File: src/rtl/mult_share_arb.sv
// mult_share_arb: round-robin share of one NxN multiplier between two requesters,
// with a registered valid/ready response port and saturating per-requester grant counters.
module mult_share_arb #(
  parameter int N  = 4,
  parameter int CW = 16
) (
  input  logic            clk,
  input  logic            rst_n,
  input  logic            req0_valid,
  output logic            req0_ready,
  input  logic [N-1:0]    req0_a,
  input  logic [N-1:0]    req0_b,
  input  logic            req1_valid,
  output logic            req1_ready,
  input  logic [N-1:0]    req1_a,
  input  logic [N-1:0]    req1_b,
  output logic            rsp_valid,
  input  logic            rsp_ready,
  output logic            rsp_id,
  output logic [2*N-1:0]  rsp_prod,
  input  logic            cnt_clear,
  output logic [CW-1:0]   grant_cnt0,
  output logic [CW-1:0]   grant_cnt1
);
  typedef enum logic {EMPTY = 1'b0, FULL = 1'b1} state_t;
  state_t         state, state_n;
  logic           last_grant, slot_free, g0, g1, acc0, acc1, acc;
  logic [N-1:0]   op_a, op_b;
  logic [2*N-1:0] prod;
  always_comb begin
    slot_free  = (state == EMPTY) || rsp_ready;
    // on contention the requester that did not win last time goes first
    g0         = req0_valid && (!req1_valid || last_grant);
    g1         = req1_valid && (!req0_valid || !last_grant);
    req0_ready = slot_free && g0;
    req1_ready = slot_free && g1;
    acc0       = req0_valid && req0_ready;
    acc1       = req1_valid && req1_ready;
    acc        = acc0 || acc1;
    op_a       = g1 ? req1_a : req0_a;
    op_b       = g1 ? req1_b : req0_b;
    prod       = {{N{1'b0}}, op_a} * {{N{1'b0}}, op_b};
  end
  always_ff @(posedge clk or negedge rst_n)
    if (!rst_n) state <= EMPTY;
    else        state <= state_n;
  always_comb begin
    state_n = acc ? FULL : (state == FULL && rsp_ready) ? EMPTY : state;
  end
  always_comb begin
    rsp_valid = (state == FULL);
  end
  always_ff @(posedge clk or negedge rst_n)
    if (!rst_n) begin
      rsp_id     <= 1'b0;
      rsp_prod   <= '0;
      last_grant <= 1'b1;
    end else if (acc) begin
      rsp_id     <= acc1;
      rsp_prod   <= prod;
      last_grant <= acc1;
    end
  always_ff @(posedge clk or negedge rst_n)
    if (!rst_n) begin
      grant_cnt0 <= '0;
      grant_cnt1 <= '0;
    end else if (cnt_clear) begin
      grant_cnt0 <= '0;
      grant_cnt1 <= '0;
    end else begin
      if (acc0 && grant_cnt0 != {CW{1'b1}}) grant_cnt0 <= grant_cnt0 + 1'b1;
      if (acc1 && grant_cnt1 != {CW{1'b1}}) grant_cnt1 <= grant_cnt1 + 1'b1;
    end
endmodule

File: config.mk
export PLATFORM = sky130hd
export DESIGN_NAME = mult_share_arb
export DESIGN_NICKNAME = d
export VERILOG_FILES = /design/src/rtl/mult_share_arb.sv
export SDC_FILE = /design/constraint.sdc
export NUM_CORES = 1
export LEC_CHECK = 0
export ABC_AREA = 1
export ABC_CLOCK_PERIOD_IN_PS = 3100
export BUFFER_PORTS_ARGS = -buffer_cell sky130_fd_sc_hd__buf_2
export CAP_MARGIN = 20
export CORE_AREA = 4 4 76 93
export CTS_CLUSTER_DIAMETER = 100
export DETAILED_ROUTE_END_ITERATION = 7
export DIE_AREA = 0 0 80 97
export PLACE_DENSITY = 0.8
export SLEW_MARGIN = 25
export SYNTH_ARGS = -nofsm -noshare
export SYNTH_HDL_FRONTEND = slang
export SYNTH_SLANG_ARGS = --single-unit
File: constraint.sdc
create_clock -name clk -period 3.1 [get_ports clk]
set_input_delay 0 -clock clk [delete_from_list [all_inputs] [get_ports clk]]
set_output_delay 0 -clock clk [all_outputs]
set_load 0.01 [all_outputs]
==> results <==
- Counting the fill cells in the layout gives 589.
- The max-slew headroom at the worst pin is about 63%.
- The area of the multi-input gates is between 0.0015 and 0.002 mm².
- The switching power is 0.521 mW.
- The post-detailed-route via-to-cell ratio is slightly above 5.
- The number of placed I/O pins is 66.
- In this run the clock root is driven by a clkbuf_8.
- The commonest cells after synthesis are 147 x nand2_1, 47 x inv_1, 43 x nor2_1.
- The total wire length after detailed routing is approximately 7.5 mm.
- The flow ran to the end, but the final reports show violations.
- The completed layout was analyzed and its total power is ~1.7 mW.
- The placer's final routability congestion estimate is between 0.8 and 0.9.
- VDD sags by at most between 0.2 and 0.3 mV.
- At the pin with the least slew margin, the transition time is around 0.55 ns.
- The detailed placer's ending HPWL is ~5.5 mm.
- The vertical die dimension is 97 µm.
- After synthesis, flip-flops and latches occupy between 30% and 40% of the total area.
- The clock passes through at most 2 buffers.
- The fraction of final layout cells with drive strength greater than 1 is a little under a quarter.
- The largest fanout on the critical path is 6.
- The critical path goes through a21oi_4, clkinvlp_4, o21ai_4, nand2_2, fa_1, inv_1, fa_1, ha_1, nand3_2, nand2_2, buf_4, xnor2_1, o21ai_1.
- The library cell with the highest instance count after synthesis is nand2_1.
- The final number of max-transition violations was 0.
- Setup violations remaining at the end of the flow were counted as 3.
- The upper clock frequency limit is 316 MHz.
- The total congestion overflow is 0.
- The power per unit of standard cell area is 447 mW/mm².
- Summed over all cells, the static leakage comes to just over 2 nW.
- In this run the worst hold path is classified as input port to flop.
- Clock-pin slew was measured on the worst setup and hold paths at approximately 0.080 ns.
- For this run, the slowest stage of the critical path takes 0.55 ns.
- The clock reaches the later pin of the worst-skew pair after about 0.29 ns.
- The data required time at the worst endpoint is between 3 and 4 ns.
- The number of buffers added by the clock tree synthesis step is 5.
- Setup repair after global routing could not meet its margin everywhere.
- Adding up every negative setup slack in the final design gives -0.143 ns.
- The most frequently used flop master after synthesis is dfrtp_1.
- The global-route wire length before repair is roughly 13 mm.
- The die is approximately 80 µm wide.
- After detailed placement, the design holds a cell count of roughly 570.
- The initial core utilization is between 40% and 50%.
- TritonCTS built the clock tree.
- In the synthesized netlist the async set-or-reset flop fraction comes to between 90% and 100%.
- The count of nets left with antenna violations once routing finished came out at 0.
- The initial antenna violation count was 0.
- The total of warnings raised by yosys is 0.
- Of the total power, the share spent switching nets is 31.5%.
- After detailed routing, the number of remaining DRC violations is 0.
- Across the run, the number of max-cap violations was 0.
- Compared with the post-synthesis result, the final layout area differs by 22.6%.
- The final critical path takes up 102% of the cycle.
- The placement row count is 32.
- On the final layout, the worst clock skew is between 0.005 and 0.006 ns.
- The slowest stage of the critical path belongs to the cell fa_1.
- In the final routed layout, each cell accounts on average for roughly 13 µm.
- In this run, synthesis inferred 0 flip-flops with an integrated enable.
- After synthesis the netlist holds a flip-flop and latch count of 43.
- The flip-flop and latch area is between 0.001 and 0.0015 mm².
- The proportion of power drawn by combinational gates is a little under 30%.
- By area the synthesized netlist is led by dfrtp_1 35%, nand2_1 18%, nand3_1 6.8%.
- Summed over all instances, the cell type with the most area after synthesis is dfrtp_1.
- The category of the critical setup timing path is flop to flop.
- The mapped cell area is just over 0.003 mm².
- The clock network burns between 30% and 40% of the power.
- The checks that failed: setup timing.
- The clock net sink count is between 40 and 50.
- After the last flow step, the layout net total stands at roughly 540.
- For the finished layout, the period the worst path requires is between 3 and 4 ns.
- The detailed router placed 2978 vias in this run.
- Across every metal layer, demand over resource in global routing totals around 20%.
- The minimum setup slack in the final design is -0.0687 ns.
- The number of nets in the synthesized netlist is approximately 460.
- The endpoint type of the worst setup path is a flop.
- The number of levels the H-tree was split into is 2.
- The placeable core region is 0.00625 mm².
- The signal arrival time at the worst endpoint is about 3.3 ns.
- The worst setup path is launched from a flop.
- Broken down by cell family, the worst path's largest delay share belongs to adder cells.
- The number of unique standard cell types used by synthesis is 31.
- The synthesized instance count is between 400 and 500.
- The number of detailed-routing iterations run before antenna repair is 4.
- The number of global-route vias before repair is between 2000 and 3000.
- The number of hold-slack violations in the final timing report is 0.
- Entering global routing, the biggest net connects between 40 and 50 pins.
- Sequential cells burn just under 40% of the power.
- The internal power of the cells totals roughly 1.1 mW.
- The die outline area is between 0.007 and 0.008 mm².
- The antenna diode count is 0.
- After synthesis, the mean cell area works out to 7.16 µm².
- The critical path contains buffers and inverters numbering 3 combined.
- The detailed router finished its first iteration with around 170 violations.
- For this run, the number of standard cells in the final layout without fillers is between 500 and 600.
- Buffers placed on the I/O ports in this run total 65.
- The area share of the largest cell type after synthesis is a little over a third.
==> logic make-up after synthesis <==
logic type      after synthesis  synth area share (%)
fa+ha+maj                    18                  8.45
flops                        43                  35.7
xor+xnor                     16                  4.64
buf+inv                      57                  8.20
compound gates               27                  5.22
simple gates                261                  37.8
==> stage by stage <==
stage	setup WS (ns)	instance area [µm²]	util (%)	hold WS, ns
floorplan	0.0250	3030	-	-0.296
global placement	-0.0636	3460	55.4	0.212
detailed placement	-0.216	3460	55.4	0.216
CTS	-0.0286	3660	58.6	0.00425
global route	-0.198	3700	59.3	0.0297
finish	-0.0687	3700	59.3	0.0134
==> flip-flops by register name, summed over array words and instances (netlist names) <==
register,cells
rsp_valid,1
rsp_prod,8
grant_cnt0,16
rsp_id,1
last_grant,1
grant_cnt1,16
==> path summary, 6_finish.rpt <==
kind	cells after the start	startpoint	slack [ns]	to
max in group asynchronous	2	rst_n	2.49	rsp_prod[5]$_DFFE_PN0P_
min in group asynchronous	2	rst_n	0.22	grant_cnt1[13]$_DFFE_PN0P_
setup reg to reg	13	last_grant$_DFFE_PN1P_	-0.07	rsp_prod[5]$_DFFE_PN0P_
hold reg to reg	2	rsp_prod[1]$_DFFE_PN0P_	0.47	rsp_prod[1]$_DFFE_PN0P_
setup / recovery	13	last_grant$_DFFE_PN1P_	-0.07	rsp_prod[5]$_DFFE_PN0P_
hold / removal	4	rsp_ready	0.01	rsp_valid$_DFFE_PN0P_
==> cell type report <==
| cell class | instances | area share [%] |
|---|---|---|
| multi-input cells | 322 | 47.8 |
| repair inverters | 1 | 0.203 |
| clock inverters | 2 | 1.62 |
| clock buffers | 6 | 1.96 |
| inverters | 48 | 4.86 |
| flip-flops and latches | 43 | 29.1 |
| repair buffers | 78 | 11.6 |
| well taps | 85 | 2.87 |
==> power groups by stage <==
stage,Combinational [mW],Sequential [mW],Clock [mW]
final,0.488,0.651,0.518
after global routing,0.541,0.659,0.551
after global placement,0.412,0.659,0
after CTS,0.454,0.652,0.527
after detailed placement,0.432,0.658,0
after floorplan,0.248,0.678,0
==> worst reg2reg max path, stage by stage, from the launching register on <==
cell	delay (ns)
dfstp_2	0.39
a21oi_4	0.20
clkinvlp_4	0.22
o21ai_4	0.21
nand2_2	0.09
fa_1	0.55
inv_1	0.05
fa_1	0.49
ha_1	0.33
nand3_2	0.11
nand2_2	0.07
buf_4	0.14
xnor2_1	0.13
o21ai_1	0.07
==> metal layers <==
layer | track usage, % | wire length (µm)
met4 | 5.98 | 132
met5 | 0 | 0
met1 | 24.5 | 3180
met2 | 35.2 | 3830
met3 | 3.17 | 358
==> cell usage in the layout, fill, tap and decap left out, drive strengths merged <==
master         n
a21oi          6
buf           77
bufinv         2
clkbuf         6
clkinv         1
clkinvlp       1
dfrtp         42
dfstp          1
dlygate4sd3    1
fa             4
ha            14
inv           47
nand2        150
nand3         42
nand3b         1
nand4         14
nor2          51
nor3           1
o21ai         18
o21bai         3
or2            2
xnor2          7
xor2           9
==> repair_timing <==
action,CTS,global route
buffers inserted,1,1
setup endpoints to repair,5,4
gates cloned,1,0
endpoints found under the hold margin,42,0
gates resized for setup,17,6
hold buffers,1,0
pin swaps,8,4
Note: power is estimated with default switching activity, not from simulation.
